<file path="config.mk">
export PLATFORM = sky130hd
export DESIGN_NAME = num_print_sequencer
export DESIGN_NICKNAME = d
export VERILOG_FILES = /design/src/rtl/num_print_pkg.sv /design/src/rtl/num_print_sequencer_div10.sv /design/src/rtl/num_print_sequencer.sv
export SDC_FILE = /design/constraint.sdc
export NUM_CORES = 1
export LEC_CHECK = 0
export CORE_MARGIN = 3
export CORE_UTILIZATION = 55
export DETAILED_ROUTE_END_ITERATION = 8
export HOLD_SLACK_MARGIN = 0.05
export PLACE_DENSITY_LB_ADDON = 0.25
export SLEW_MARGIN = 30
export SYNTH_ARGS = -nofsm -noshare
export SYNTH_HDL_FRONTEND = slang
export SYNTH_SLANG_ARGS = --single-unit
</file>
<file path="constraint.sdc">
create_clock -name clk -period 29.2 [get_ports clk]
set_clock_uncertainty 0.05 [all_clocks]
set_input_delay 4.38 -clock clk [delete_from_list [all_inputs] [get_ports clk]]
set_output_delay 4.38 -clock clk [all_outputs]
set_load 0.01 [all_outputs]
</file>
<file path="src/rtl/num_print_pkg.sv">
// Shared definitions for the decimal print sequencer.
//   state_t  : sequencer states. SEND_CR / SEND_LF exist only when the
//              NUM_PRINT_CRLF_EN macro is defined.
//   CH_*     : ASCII byte constants used on the byte stream.
package num_print_pkg;

    typedef enum logic [2:0] {
        IDLE      = 3'd0,
        CONV      = 3'd1,
        SEND_SIGN = 3'd2,
        SEND_DIG  = 3'd3
`ifdef NUM_PRINT_CRLF_EN
        ,
        SEND_CR   = 3'd4,
        SEND_LF   = 3'd5
`endif
    } state_t;

    localparam logic [7:0] CH_PLUS  = 8'h2B;
    localparam logic [7:0] CH_MINUS = 8'h2D;
    localparam logic [7:0] CH_ZERO  = 8'h30;
    localparam logic [7:0] CH_OVF   = 8'h23;
    localparam logic [7:0] CH_CR    = 8'h0D;
    localparam logic [7:0] CH_LF    = 8'h0A;

endpackage

</file>
<file path="src/rtl/num_print_sequencer_div10.sv">
// One divide-by-ten step on a 33-bit unsigned magnitude.
//   mag_in : magnitude to divide
//   quo    : mag_in / 10
//   rem    : mag_in % 10 (always 0..9, so 4 bits suffice)
// Division by a constant lets synthesis build a multiply/shift network
// rather than a general divider.
module div10_step (
    input  logic [32:0] mag_in,
    output logic [32:0] quo,
    output logic [3:0]  rem
);

    assign quo = mag_in / 33'd10;
    assign rem = 4'(mag_in % 33'd10);

endmodule

</file>
<file path="src/rtl/num_print_sequencer.sv">
// Converts a signed 32-bit value into a fixed-width ASCII decimal string
// (sign character plus DIGITS digits, leading zeros kept) and streams it
// byte by byte to a UART transmitter.
//
// Optional feature: define NUM_PRINT_CRLF_EN to append CR LF after the
// last digit.
//
// Ports:
//   clk, rst_n          : clock (rising edge), async active-low reset
//   in_valid / in_ready : value handshake; in_ready high only in IDLE
//   in_value            : signed two's-complement value
//   tx_valid / tx_ready : byte handshake towards the UART
//   tx_data             : ASCII byte (holds last value while tx_valid=0)
//   busy                : high whenever not IDLE
//   overflow            : pulse on the acceptance cycle of an out-of-range value
module num_print_sequencer
    import num_print_pkg::*;
#(
    parameter int DIGITS = 4
) (
    input  logic        clk,
    input  logic        rst_n,
    input  logic        in_valid,
    output logic        in_ready,
    input  logic [31:0] in_value,
    output logic        tx_valid,
    input  logic        tx_ready,
    output logic [7:0]  tx_data,
    output logic        busy,
    output logic        overflow
);

    localparam int unsigned LIMIT   = 10 ** DIGITS;
    localparam logic [32:0] LIMIT33 = 33'(LIMIT);
    localparam int          CNT_W   = (DIGITS > 1) ? $clog2(DIGITS) : 1;
    localparam logic [CNT_W-1:0] CNT_LAST = CNT_W'(DIGITS - 1);

    state_t             state_reg, state_next;
    logic [32:0]        mag_reg, mag_next;
    logic [CNT_W-1:0]   cnt_reg, cnt_next;
    logic               neg_reg, neg_next;
    logic               ovf_reg, ovf_next;
    logic               tx_valid_reg, tx_valid_next;
    logic [7:0]         tx_data_reg, tx_data_next;
    logic [3:0]         digit_reg [DIGITS];

    logic [32:0]        in_ext;
    logic [32:0]        in_mag;
    logic               in_oor;
    logic               accept;
    logic [32:0]        div_quo;
    logic [3:0]         div_rem;
    logic [CNT_W-1:0]   cnt_dec;

    // Sign-extend before negating so -2^31 maps to +2^31 without wrapping.
    assign in_ext = {in_value[31], in_value};
    assign in_mag = in_value[31] ? (33'd0 - in_ext) : in_ext;
    // |value| >= LIMIT covers both value >= LIMIT and value <= -LIMIT.
    assign in_oor = (in_mag >= LIMIT33);
    assign accept = (state_reg == IDLE) && in_valid;

    assign in_ready = (state_reg == IDLE);
    assign busy     = (state_reg != IDLE);
    assign overflow = accept && in_oor;
    assign tx_valid = tx_valid_reg;
    assign tx_data  = tx_data_reg;
    assign cnt_dec  = cnt_reg - CNT_W'(1);

    div10_step u_div10 (
        .mag_in (mag_reg),
        .quo    (div_quo),
        .rem    (div_rem)
    );

    always_ff @(posedge clk or negedge rst_n) begin
        if (!rst_n) begin
            state_reg    <= IDLE;
            mag_reg      <= '0;
            cnt_reg      <= '0;
            neg_reg      <= 1'b0;
            ovf_reg      <= 1'b0;
            tx_valid_reg <= 1'b0;
            tx_data_reg  <= 8'h00;
        end else begin
            state_reg    <= state_next;
            mag_reg      <= mag_next;
            cnt_reg      <= cnt_next;
            neg_reg      <= neg_next;
            ovf_reg      <= ovf_next;
            tx_valid_reg <= tx_valid_next;
            tx_data_reg  <= tx_data_next;
        end
    end

    // Digit buffer, LSD at index 0; slot gi is written on CONV step gi.
    generate
        for (genvar gi = 0; gi < DIGITS; gi++) begin : g_digit
            always_ff @(posedge clk or negedge rst_n) begin
                if (!rst_n) begin
                    digit_reg[gi] <= 4'd0;
                end else if (state_reg == CONV && cnt_reg == CNT_W'(gi)) begin
                    digit_reg[gi] <= div_rem;
                end
            end
        end
    endgenerate

    always_comb begin
        state_next    = state_reg;
        mag_next      = mag_reg;
        cnt_next      = cnt_reg;
        neg_next      = neg_reg;
        ovf_next      = ovf_reg;
        tx_valid_next = tx_valid_reg;
        tx_data_next  = tx_data_reg;

        case (state_reg)
            IDLE: begin
                if (accept) begin
                    neg_next   = in_value[31];
                    mag_next   = in_mag;
                    ovf_next   = in_oor;
                    cnt_next   = '0;
                    state_next = CONV;
                end
            end
            CONV: begin
                mag_next = div_quo;
                if (cnt_reg == CNT_LAST) begin
                    // Counter is reused as the read index, MSD first.
                    cnt_next      = CNT_LAST;
                    state_next    = SEND_SIGN;
                    tx_valid_next = 1'b1;
                    tx_data_next  = neg_reg ? CH_MINUS : CH_PLUS;
                end else begin
                    cnt_next = cnt_reg + CNT_W'(1);
                end
            end
            SEND_SIGN: begin
                if (tx_ready) begin
                    state_next   = SEND_DIG;
                    tx_data_next = ovf_reg ? CH_OVF : (CH_ZERO + {4'd0, digit_reg[cnt_reg]});
                end
            end
            SEND_DIG: begin
                if (tx_ready) begin
                    if (cnt_reg == '0) begin
`ifdef NUM_PRINT_CRLF_EN
                        state_next   = SEND_CR;
                        tx_data_next = CH_CR;
`else
                        state_next    = IDLE;
                        tx_valid_next = 1'b0;
`endif
                    end else begin
                        cnt_next     = cnt_dec;
                        tx_data_next = ovf_reg ? CH_OVF : (CH_ZERO + {4'd0, digit_reg[cnt_dec]});
                    end
                end
            end
`ifdef NUM_PRINT_CRLF_EN
            SEND_CR: begin
                if (tx_ready) begin
                    state_next   = SEND_LF;
                    tx_data_next = CH_LF;
                end
            end
            SEND_LF: begin
                if (tx_ready) begin
                    state_next    = IDLE;
                    tx_valid_next = 1'b0;
                end
            end
`endif
            default: begin
                state_next    = IDLE;
                tx_valid_next = 1'b0;
            end
        endcase
    end

endmodule
</file>
* Word level (Yosys, flattened, before mapping) *
Cells that the tools add are included.

word-level totals
  output and inout bits = 12
  bits in latches = 0
  bits in writable memories = 0
  ROM bits = 0
  memories kept = 0
  bits of input ports = 36
  flip-flop bits (word level) = 65

cells by class
  bitwise gates (word level) = 3
  equal/unequal tests = 12
  div/mod/pow operators = 2
  reduce and logical (&&, ||, !) cells = 19
  multiplexer cells = 32
  $add $sub $neg = 5
  shifts and indexed selects = 0
  magnitude comparators = 3
  $mul = 0

operator list
  cell                                                                                    count
  33-bit two-way mux                                                                      2
  33-bit case mux with 2 select lines                                                     1
  33-bit by 4-bit divider with 33-bit output (second input constant)                      1
  33-bit by 14-bit greater-or-equal comparator with 1-bit output (second input constant)  1
  33-bit by 4-bit modulo with 33-bit output (second input constant)                       1
  1-bit by 32-bit subtractor with 33-bit output (first input constant)                    1
  8-bit two-way mux                                                                       4
  8-bit case mux with 3 select lines                                                      1
  3-bit two-way mux                                                                       6
  4-bit binary-select mux with 2-bit select                                               2
  4-bit two-way mux                                                                       4
  6-bit by 4-bit adder with 7-bit output (first input constant)                           2
  7-bit two-way mux                                                                       2
  3-bit case mux with 4 select lines                                                      1
  5-bit AND reduction                                                                     2
  3-bit nonzero test                                                                      3
  2-bit two-way mux                                                                       4
  2-bit != test (second input constant)                                                   4
  4-bit AND reduction                                                                     2
  3-bit by 2-bit equality test with 1-bit output (second input constant)                  2
  3-bit greater-or-equal comparator (second input constant)                               2
  1-bit logical AND                                                                       6
  2-bit inverter with 3-bit output                                                        2
  2-bit case mux with 3 select lines                                                      1
  other kinds (14)                                                                        19

* Logic depth before layout (Yosys ltp) *
Gate-level depths: netlist (run 1).

  depth after elaboration = 10
  depth in mapped cells = 56
  gate-level depth less buffers = 41

* By module *
A second synthesis (run 1) with hierarchy kept.

unflattened totals
  cells, all modules = 1433
  area total of the unflattened synthesis = 10490.1 µm²

modules (own cells, without submodules)
  module               area each (µm²)  times used  cells an instance
  div10_step           6268.5           1           972
  num_print_sequencer  4221.5           1           461

* Worst setup path before layout (run 1) *
No wires, ideal clock.

  path type = input to output
  from = input in_value[5]
  to = output overflow
  stages on the path = 13
  arrival = 7.263 ns
  slack = 17.507 ns
  data required time = 24.770 ns
  path through = nor4_1 -> nand3_1 -> or4_1 -> nand2b_1 -> or4_1 -> or3_1 -> nand2_1 -> xor2_1 -> nand4_1 -> nor4_1 -> nand4_1 -> nor2_1 -> nor2_1

on the way
  longest elaborated chain between the ends = 4

ends and longest elaborated chain
  what                                                                RTL line                   text
  start: declaration                                                  num_print_sequencer.sv:25  input logic [31:0] in_value,
  1-bit by 32-bit subtractor with 33-bit output                       num_print_sequencer.sv:57  assign in_mag = in_value[31] ? (33'd0 - in_ext) : in_ext;
  33-bit two-way mux (*)                                              num_print_sequencer.sv:57
  33-bit by 14-bit greater-or-equal comparator with 1-bit output (*)  num_print_sequencer.sv:59  assign in_oor = (in_mag >= LIMIT33);
  1-bit logical AND (*)                                               num_print_sequencer.sv:64  assign overflow = accept && in_oor;
  end: declaration                                                    num_print_sequencer.sv:30  output logic overflow

Every way passes the cells marked *; elsewhere a longest branch is shown, timed or not.

* Worst setup path after layout (run 1) *
  from = register mag_reg[29]
  to = register digit_reg[15] (netlist bit)

on the way
  longest elaborated chain between the ends = 1

ends and longest elaborated chain
  what                                       RTL line                         text
  start: declaration                         num_print_sequencer.sv:39        logic [32:0] mag_reg, mag_next;
  start signal: assignment                   num_print_sequencer.sv:86        mag_reg <= mag_next;
  33-bit by 4-bit modulo with 33-bit output  num_print_sequencer_div10.sv:14  assign rem = 4'(mag_in % 33'd10);
  end signal: indexed assignment             num_print_sequencer.sv:102       digit_reg[gi] <= div_rem;
  end: declaration                           num_print_sequencer.sv:45        logic [3:0] digit_reg [DIGITS];

Every way passes these cells.
A chain may end at the register's enable or synchronous reset.

==> metrics.csv, run 1 <==
stage,metric,value,unit
routing,Antenna Nets Post-Route,0,
floorplanning,area of the core,0.0168,mm2
final_layout,P&R area growth vs syn,4.84,%
worst_setup_path,Worst Setup End Kind,register,
routing,Pre-Repair DR Iteration Count,6,
worst_setup_path,WS Path Type,reg -> reg,
sta,Setup TNS,0,ns
sta,relative slew slack,41.1,%
clocking,Post-CTS Setup Inserts,0,
sta,final setup fails,0,
worst_setup_path,FF-to-FF Start,mag_reg[29],
clocking,Clock Tree Root,clkbuf_16,
logic_synthesis,#FFs+latches synth,62,
sta,Period minus WS final,13.35,ns
logic_synthesis,synth top area cells,"dfrtp_1 16%, a21oi_1 5.0%, nand2_1 4.8%",
routing,wire per inst,18.6,um
outcome,outcome,"complete, no violations",
worst_setup_path,R2R Path End,digit_reg[15],
clocking,TritonCTS buffer count,9,
floorplanning,Initial Util,57.0,%
clocking,H-Tree Depth,3,
global_route,vias in the first global route,8866,
routing,drt drc,0,
logic_synthesis,top cell type's share of synthesized area,16.2,%
min_path,hold path cells,1,
place,PortBufs,45,
logic_synthesis,async set-reset flop share out of synthesis,100,%
worst_setup_path,crit path max fanout,21,
clocking,clk sinks,62,
place,placed cell areas,0.00971,mm2
worst_setup_path,Worst R2R Path Depth,41,
routing,Via Count,9917,
logic_synthesis,cell area after synthesis,0.00955,mm2
sta,setup repair after global routing missed its margin,false,
sta,FMAX,0.0749,GHz
clocking,post-cts sizing count,0,
routing,1st-iter DRT viols,925,
floorplanning,die width,138,um
logic_synthesis,Synth Flop Type,dfrtp_1,
clocking,Clock Pin Slew Worst Setup and Hold Paths,0.06,ns
sta,part of the cycle the worst path needs,45.7,%
worst_setup_path,r2r setup slk,15.85,ns
min_path,hold worst-path end,tx_data[5],
logic_synthesis,"EDFF count, synth",0,
logic_synthesis,Synthesis Warnings,0,
sta,Worst-Margin Slew,0.883,ns
final_layout,# diodes,0,
floorplanning,I/O pins,48,
routing,DR vias/cell,6.93,
floorplanning,Cell Rows,47,
clocking,later-pin clock latency in the skew report,0.34,ns
logic_synthesis,count of cell types in the netlist,138,
floorplanning,die height,138,um
min_path,min-delay worst type,reg -> reg,
final_layout,Layout Nets,1256,
clocking,TritonCTS clock tree,yes,
final_layout,Finished Cell Area,0.0100,mm2
clocking,CTS Hold Bufs,0,
clocking,clk buf depth,2,
run,max_cap viols,0,
worst_setup_path,CP startpoint kind,register,
min_path,hold path start,tx_data[5],
worst_setup_path,"Arr. time, crit path",13.52,ns
final_layout,layout cells sized above 1,12.2,%
global_route,grt ovf,0,
sta,hold violation count in the final report,0,
place,DP HPWL,18.5,mm
routing,WL final,26.6,mm
final_layout,fillers,1565,
global_route,GRT Overall Usage,27.7,%
logic_synthesis,largest area contributor in the netlist,dfrtp_1,
global_route,largest net degree at the start of global routing,63,
sta,max-slew violations,0,
final_layout,max reg flops,33,
worst_setup_path,Slowest cell on crit path,o2111ai_2,
logic_synthesis,Mean Syn Cell Area,7.57,um2
global_route,initial antenna violation count,0,
worst_setup_path,Crit path largest cell delay,0.70,ns
worst_setup_path,"Req. time, crit path",29.37,ns
floorplanning,Die ar.,0.0190,mm2
logic_synthesis,sequential fraction of the synthesis area,16.2,%
logic_synthesis,Mapped Cells,1261,
global_route,first-pass GRT wire length,44.1,mm
place,GP Congestion,0.956,
-- worst max-delay path by stage --
stage,startpoint,to,slack (ns),depth (start not counted)
2_1_floorplan,in_value[5],overflow,17.51,13
3_3_place_gp,in_value[3],overflow,16.07,15
3_5_place_dp,in_value[3],overflow,16.03,15
4_1_cts,in_value[3],overflow,16.01,15
5_1_grt,mag_reg[31],digit_reg[7],14.67,41
6_report,mag_reg[29],digit_reg[15],15.85,41
-- cell families (layout without fill, tap and decap cells) --
| family | count (synthesis) | after routing | share of synthesized area (%) |
|---|---|---|---|
| buf+inv | 166 | 115 | 8.40 |
| mux | 41 | 41 | 5.67 |
| xor+xnor | 48 | 48 | 4.77 |
| other cells | 1 | 2 | 0.0393 |
| compound gates | 477 | 477 | 38.2 |
| fa+ha+maj | 19 | 19 | 2.37 |
| flops | 62 | 62 | 16.2 |
| simple gates | 447 | 447 | 24.3 |
-- worst max-delay path: cells and delay by family (launching register included) --
family / cells / cell delay, ns
AOI/OAI and AO/OA: 27 / 8.78
and+or+nand+nor: 10 / 2.57
DFF: 1 / 0.68
muxes: 2 / 0.68
xor gates and xnor gates: 1 / 0.24
adders and majority gates: 1 / 0.18
-- stage by stage --
stage | instances | hold slack [ns] | setup WS (ns) | utilization (%)
after floorplan | 1262 | 0.417 | 17.51 | -
after global placement | 1415 | 0.411 | 16.07 | 57.9
after detailed placement | 1415 | 0.410 | 16.03 | 57.9
after CTS | 1431 | 0.434 | 16.01 | 59.7
after global routing | 1431 | 0.464 | 14.67 | 59.7
final | 1431 | 0.434 | 15.85 | 59.7
-- routing by layer --
metal / vias to the layer above / global-route usage, % / wire length, um
li1: 4708 / - / -
met3: 78 / 3.40 / 1890
met1: 4672 / 40.0 / 11900
met5: - / 0 / 0
met2: 459 / 42.8 / 12000
met4: 0 / 9.33 / 809
-- cell type report --
cell class / count / area (um2) / share of cell area [%]
repair buffers: 53 / 500 / 5.00
flip-flops and latches: 62 / 1550 / 15.5
inverters: 46 / 173 / 1.73
well taps: 220 / 275 / 2.75
clock buffers: 9 / 225 / 2.25
multi-input cells: 1034 / 7210 / 72.1
clock inverters: 7 / 72.6 / 0.725
-- layout by cell type, fill, tap and decap left out, types with 19 or more instances in the layout --
cell,n
xnor2_1,20
clkdlybuf4s50_1,43
inv_1,39
nor3_1,42
nand4_1,23
a21oi_1,96
nand3_1,48
mux2_2,19
nand2_1,121
xor2_1,25
o21ai_0,68
nor2_1,98
dfrtp_1,62
a211oi_1,24
-- cell usage after synthesis (all sizes together), types with 10 or more instances --
master and count:
a21boi 10, inv 41, a211oi 30, and3 12, dfrtp 62, nand2 123, mux2 22, a2111oi 12
ha 14, nand3 49, o22ai 15, buf 57, xnor2 21, mux2i 11, nor3 46, a21oi 99
o31ai 18, o2111ai 11, a21o 12, o21ai 92, or2 10, a31oi 11, or4 15, a22oi 15
and2 13, nor4 16, clkbuf 63, o211ai 19, nor2 101, nand4 24, o221ai 16, xor2 25
Power of run 1 is left out: the tool's default activity adds up to more than one toggle a clock period on the data nets, which glitch-free logic cannot reach.
==> run 2: changes to the inputs <==
clock period = 12 ns   (was 29.2 ns; I/O delays follow)
==> metrics.csv, run 2 (synthesis results as in run 1) <==
stage,metric,value,unit,change
routing,WL final,27.5,mm,+3.4%
final_layout,fillers,1456,,-7.0%
sta,hold violation count in the final report,0,,unchanged
sta,worst hold margin,0.437,ns,+0.00263 ns
worst_setup_path,Worst R2R Path Depth,43,,+4.9%
sta,Worst-Margin Slew,0.794,ns,-0.0886 ns
final_layout,"commonest cells after routing, fill and taps aside","119 x nand2_1, 96 x nor2_1, 93 x a21oi_1, 67 x o21ai_0, 60 x dfrtp_1",,
floorplanning,area of the core,0.0168,mm2,unchanged
routing,Antenna Nets Post-Route,0,,unchanged
place,placed cell areas,0.00997,mm2,+2.6%
run,max_cap viols,0,,unchanged
clocking,H-Tree Depth,3,,unchanged
place,GP Congestion,0.979,,+2.5%
floorplanning,die width,138,um,unchanged
worst_setup_path,Worst Setup End Kind,register,,
place,DP HPWL,19.3,mm,+4.3%
sta,max-slew violations,0,,unchanged
final_layout,Layout Nets,1306,,+4.0%
global_route,vias in the first global route,8959,,+1.0%
sta,Period minus WS final,11.48,ns,-1.87 ns
worst_setup_path,Slowest cell on crit path,dfrtp_1,,
clocking,Clock Tree Root,clkbuf_16,,
routing,drt drc,0,,unchanged
sta,FMAX,0.0871,GHz,+16%
worst_setup_path,Buf/Inv on CP,2,,+2
place,placed cells,1449,,+2.4%
global_route,largest net degree at the start of global routing,63,,unchanged
global_route,first-pass GRT wire length,44.5,mm,+0.86%
global_route,grt ovf,0,,unchanged
outcome,outcome,"complete, no violations",,
floorplanning,I/O pins,48,,unchanged
clocking,Clock Pin Slew Worst Setup and Hold Paths,0.06,ns,about the same
worst_setup_path,CP Capture Point,digit_reg[15],,
final_layout,# diodes,0,,unchanged
routing,wire per inst,18.6,um,-0.11%
place,PortBufs,45,,unchanged
routing,1st-iter DRT viols,917,,-0.86%
final_layout,Finished Cell Area,0.0106,mm2,+6.0%
min_path,min-delay worst type,reg -> reg,,
worst_setup_path,Top delay family on crit path,compound AO/OA/AOI/OAI gates,,
final_layout,Multi-input gate area,0.00745,mm2,+3.4%
worst_setup_path,CP startpoint kind,register,,
worst_setup_path,WS Path Type,reg -> reg,,
routing,Via Count,10178,,+2.6%
clocking,later-pin clock latency in the skew report,0.34,ns,about the same
worst_setup_path,Worst path depth,43,,+4.9%
clocking,clk buf depth,2,,unchanged
min_path,hold path cells,1,,unchanged
sta,final setup fails,0,,unchanged
floorplanning,die height,138,um,unchanged
clocking,TritonCTS buffer count,9,,unchanged
global_route,GRT Overall Usage,28.1,%,+0.47 points
routing,Pre-Repair DR Iteration Count,6,,unchanged
final_layout,"leading cell type in the layout, fill and taps excluded",nand2_1,,
final_layout,Reg area,0.00155,mm2,+0.16%
final_layout,post-route insts no fill,1481,,+3.5%
worst_setup_path,"Req. time, crit path",12.17,ns,-17.20 ns
final_layout,P&R area growth vs syn,11.2,%,
worst_setup_path,r2r setup slk,0.52,ns,-15.33 ns
clocking,TritonCTS clock tree,yes,,
worst_setup_path,R2R Path End,digit_reg[15],,
floorplanning,Cell Rows,47,,unchanged
final_layout,layout cells sized above 1,18.1,%,+5.9 points
final_layout,max reg flops,33,,unchanged
sta,relative slew slack,47.0,%,+5.9 points
sta,Setup TNS,0,ns,unchanged
routing,DR vias/cell,6.87,,-0.83%
worst_setup_path,crit path max fanout,13,,-38%
global_route,initial antenna violation count,0,,unchanged
floorplanning,Die ar.,0.0190,mm2,unchanged
worst_setup_path,Crit path largest cell delay,0.50,ns,-0.20 ns
worst_setup_path,FF-to-FF Start,mag_reg[28],,
worst_setup_path,Setup crit start,mag_reg[28],,
floorplanning,Initial Util,57.0,%,unchanged
clocking,CTS Hold Bufs,0,,unchanged
clocking,clk sinks,62,,unchanged
sta,part of the cycle the worst path needs,95.7,%,+50 points
worst_setup_path,"Arr. time, crit path",11.65,ns,-1.87 ns
run 2: cell count changes in the layout (fill, tap and decap cells not counted), sizes merged:
cell	change
clkinv	+1
buf	+50
bufinv	-1
inv	+1
clkinvlp	-1
run 2: worst register-to-register path, delay by kind of cell, from the launching register on:
| family | cells | cell delay [ns] |
|---|---|---|
| compound gates | 26 | 6.75 |
| xor+xnor | 1 | 0.20 |
| fa+ha+maj | 1 | 0.19 |
| buf+inv | 2 | 0.33 |
| flops | 1 | 0.50 |
| mux | 1 | 0.28 |
| simple gates | 12 | 3.06 |
run 2: area by class of cell:
| cell class | count | area share, % |
|---|---|---|
| Sequential cell | 62 | 14.6 |
| Tap cell | 220 | 2.59 |
| Multi-Input combinational cell | 1034 | 70.2 |
| Clock inverter | 7 | 0.530 |
| Clock buffer | 9 | 2.12 |
| Timing Repair Buffer | 103 | 8.25 |
| Inverter | 46 | 1.63 |
run 2: metrics by stage:
step | worst slack, ns | util, %
final | 0.518 | 63.3
after global routing | -0.101 | 63.3
after CTS | 0.0543 | 61.2
after detailed placement | -0.0478 | 59.5
after global placement | 0.234 | 59.5
after floorplan | 1.67 | -
run 2: worst min-delay path by stage:
stage | startpoint | to | slack (ns)
after global routing | tx_data[3] | tx_data[3] | 0.47
after CTS | tx_data[5] | tx_data[5] | 0.44
final | tx_data[5] | tx_data[5] | 0.44
after floorplan | digit_reg[10] | digit_reg[10] | 0.42
after global placement | tx_data[5] | tx_data[5] | 0.41
after detailed placement | tx_data[5] | tx_data[5] | 0.41
run 2: timing repair:
item	in CTS	in global routing
resized for setup	2	49
buffers inserted	0	16
endpoints found under the hold margin	0	0
pin swaps	0	8
cloned	0	0
endpoints found under the setup margin	8	13
run 2: layer usage:
| metal | GRT usage [%] | wire, um |
|---|---|---|
| met5 | 0 | 0 |
| met4 | 8.40 | 765 |
| met3 | 3.65 | 2080 |
| met2 | 44.6 | 12700 |
| met1 | 40.1 | 11900 |
Power of run 2 is left out for the same reason.
==> run 3: changes to the inputs <==
MAX_ROUTING_LAYER = met4   (was unset)
==> metrics.csv, run 3 (synthesis results as in run 1) <==
stage,metric,value,unit,change
final_layout,fillers,1479,,+1.6%
global_route,vias in the first global route,8659,,-3.3%
floorplanning,area of the core,0.0168,mm2,unchanged
final_layout,"commonest cells after routing, fill and taps aside","120 x nand2_1, 98 x nor2_1, 95 x a21oi_1, 68 x o21ai_0, 57 x dfrtp_1",,
sta,Period minus WS final,11.39,ns,-0.0892 ns
worst_setup_path,Setup crit start,mag_reg[29],,
place,placed cells,1447,,-0.14%
worst_setup_path,Buf/Inv on CP,1,,-1
final_layout,max reg flops,33,,unchanged
clocking,clk sinks,62,,unchanged
final_layout,Multi-input gate area,0.00735,mm2,-1.4%
clocking,TritonCTS buffer count,9,,unchanged
worst_setup_path,CP startpoint kind,register,,
global_route,largest net degree at the start of global routing,63,,unchanged
place,PortBufs,45,,unchanged
clocking,Clock Pin Slew Worst Setup and Hold Paths,0.06,ns,about the same
worst_setup_path,Worst Setup End Kind,register,,
floorplanning,I/O pins,48,,unchanged
final_layout,layout cells sized above 1,17.2,%,-0.91 points
place,DP HPWL,19.4,mm,+0.48%
min_path,min-delay worst type,reg -> reg,,
global_route,first-pass GRT wire length,44.0,mm,-1.1%
clocking,later-pin clock latency in the skew report,0.34,ns,about the same
worst_setup_path,"Arr. time, crit path",11.57,ns,-0.08 ns
routing,drt drc,0,,unchanged
floorplanning,Initial Util,57.0,%,unchanged
clocking,H-Tree Depth,3,,unchanged
floorplanning,die height,138,um,unchanged
floorplanning,Cell Rows,47,,unchanged
routing,wire per inst,18.5,um,-0.19%
final_layout,post-route insts no fill,1478,,-0.20%
worst_setup_path,FF-to-FF Start,mag_reg[29],,
outcome,outcome,"complete, no violations",,
sta,relative slew slack,45.9,%,-1.1 points
final_layout,"leading cell type in the layout, fill and taps excluded",nand2_1,,
worst_setup_path,WS Path Type,reg -> reg,,
routing,Pre-Repair DR Iteration Count,5,,-1
sta,hold violation count in the final report,0,,unchanged
run,max_cap viols,0,,unchanged
clocking,TritonCTS clock tree,yes,,
place,GP Congestion,1.01,,+3.0%
global_route,GRT Overall Usage,28.7,%,+0.54 points
final_layout,Reg area,0.00156,mm2,+0.24%
global_route,initial antenna violation count,0,,unchanged
final_layout,P&R area growth vs syn,9.83,%,
global_route,grt ovf,0,,unchanged
worst_setup_path,"Req. time, crit path",12.17,ns,about the same
final_layout,Layout Nets,1303,,-0.23%
routing,Antenna Nets Post-Route,0,,unchanged
clocking,clk buf depth,2,,unchanged
worst_setup_path,crit path max fanout,17,,+4
worst_setup_path,Top delay family on crit path,compound AO/OA/AOI/OAI gates,,
sta,final setup fails,0,,unchanged
sta,Worst-Margin Slew,0.811,ns,+0.0169 ns
sta,FMAX,0.0878,GHz,+0.78%
sta,part of the cycle the worst path needs,94.9,%,-0.74 points
routing,Via Count,10120,,-0.57%
clocking,Clock Tree Root,clkbuf_16,,
sta,max-slew violations,0,,unchanged
worst_setup_path,Slowest cell on crit path,dfrtp_2,,
routing,1st-iter DRT viols,939,,+2.4%
floorplanning,Die ar.,0.0190,mm2,unchanged
routing,DR vias/cell,6.85,,-0.37%
floorplanning,die width,138,um,unchanged
worst_setup_path,Crit path largest cell delay,0.52,ns,+0.02 ns
final_layout,# diodes,0,,unchanged
routing,WL final,27.4,mm,-0.40%
clocking,CTS Hold Bufs,0,,unchanged
min_path,hold path start,tx_data[5],,
==> run 3: changes by cell type in the layout (fill, tap and decap cells not counted), moves of 2 or more <==
cell | before | now
o21ai_4 | 1 | 3
dfrtp_1 | 60 | 57
a2111oi_0 | 4 | 6
nor2_1 | 96 | 98
dfrtp_2 | 2 | 5
o21ai_2 | 6 | 4
a21oi_4 | 2 | 0
a21oi_1 | 93 | 95
buf_4 | 58 | 55
a211oi_2 | 8 | 5
a211oi_1 | 22 | 24
a2111oi_1 | 3 | 1
==> run 3: layer usage <==
| layer | track usage, % | up-vias | wire length [um] |
|---|---|---|---|
| met3 | 3.54 | 58 | 1950 |
| li1 | - | 4822 | - |
| met4 | 7.79 | 0 | 675 |
| met1 | 40.4 | 4772 | 12200 |
| met5 | - | - | 0 |
| met2 | 43.7 | 468 | 12600 |
==> run 3: per-stage QoR <==
step	utilization, %	cell area (um2)	TNS, ns	worst slack, ns	hold WS [ns]
final	62.6	10500	0	0.607	0.440
after global routing	62.6	10500	-0.0158	-0.00628	0.454
after CTS	61.0	10200	0	0.0455	0.440
after detailed placement	59.4	9950	0	0.0864	0.413
after global placement	59.4	9950	0	0.305	0.403
after floorplan	-	9550	0	1.67	0.417
==> run 3: path summary, 6_finish.rpt <==
path | endpoint | slack [ns] | cells past startpoint
worst max register to register | digit_reg[5] | 0.61 | 42
min in group asynchronous | digit_reg[6] | 1.58 | 2
max in group asynchronous | mag_reg[29] | 9.74 | 2
worst min register to register | tx_data[5] | 0.44 | 1
worst min-delay path | tx_data[5] | 0.44 | 1
worst max-delay path | digit_reg[5] | 0.61 | 42
==> run 3: repair_timing <==
| action | 4_1_cts | 5_1_grt |
|---|---|---|
| gates resized for setup | 0 | 34 |
| setup endpoints to repair | 0 | 13 |
| buffers inserted | 0 | 15 |
==> run 3: final cells by class <==
| cell class | count | share of cell area (%) |
|---|---|---|
| inverters | 46 | 1.65 |
| clock buffers | 9 | 2.15 |
| flip-flops and latches | 62 | 14.9 |
| well taps | 220 | 2.62 |
| multi-input cells | 1034 | 70.1 |
| clock inverters | 7 | 0.525 |
| repair buffers | 100 | 8.14 |
Power of run 3 is left out for the same reason.
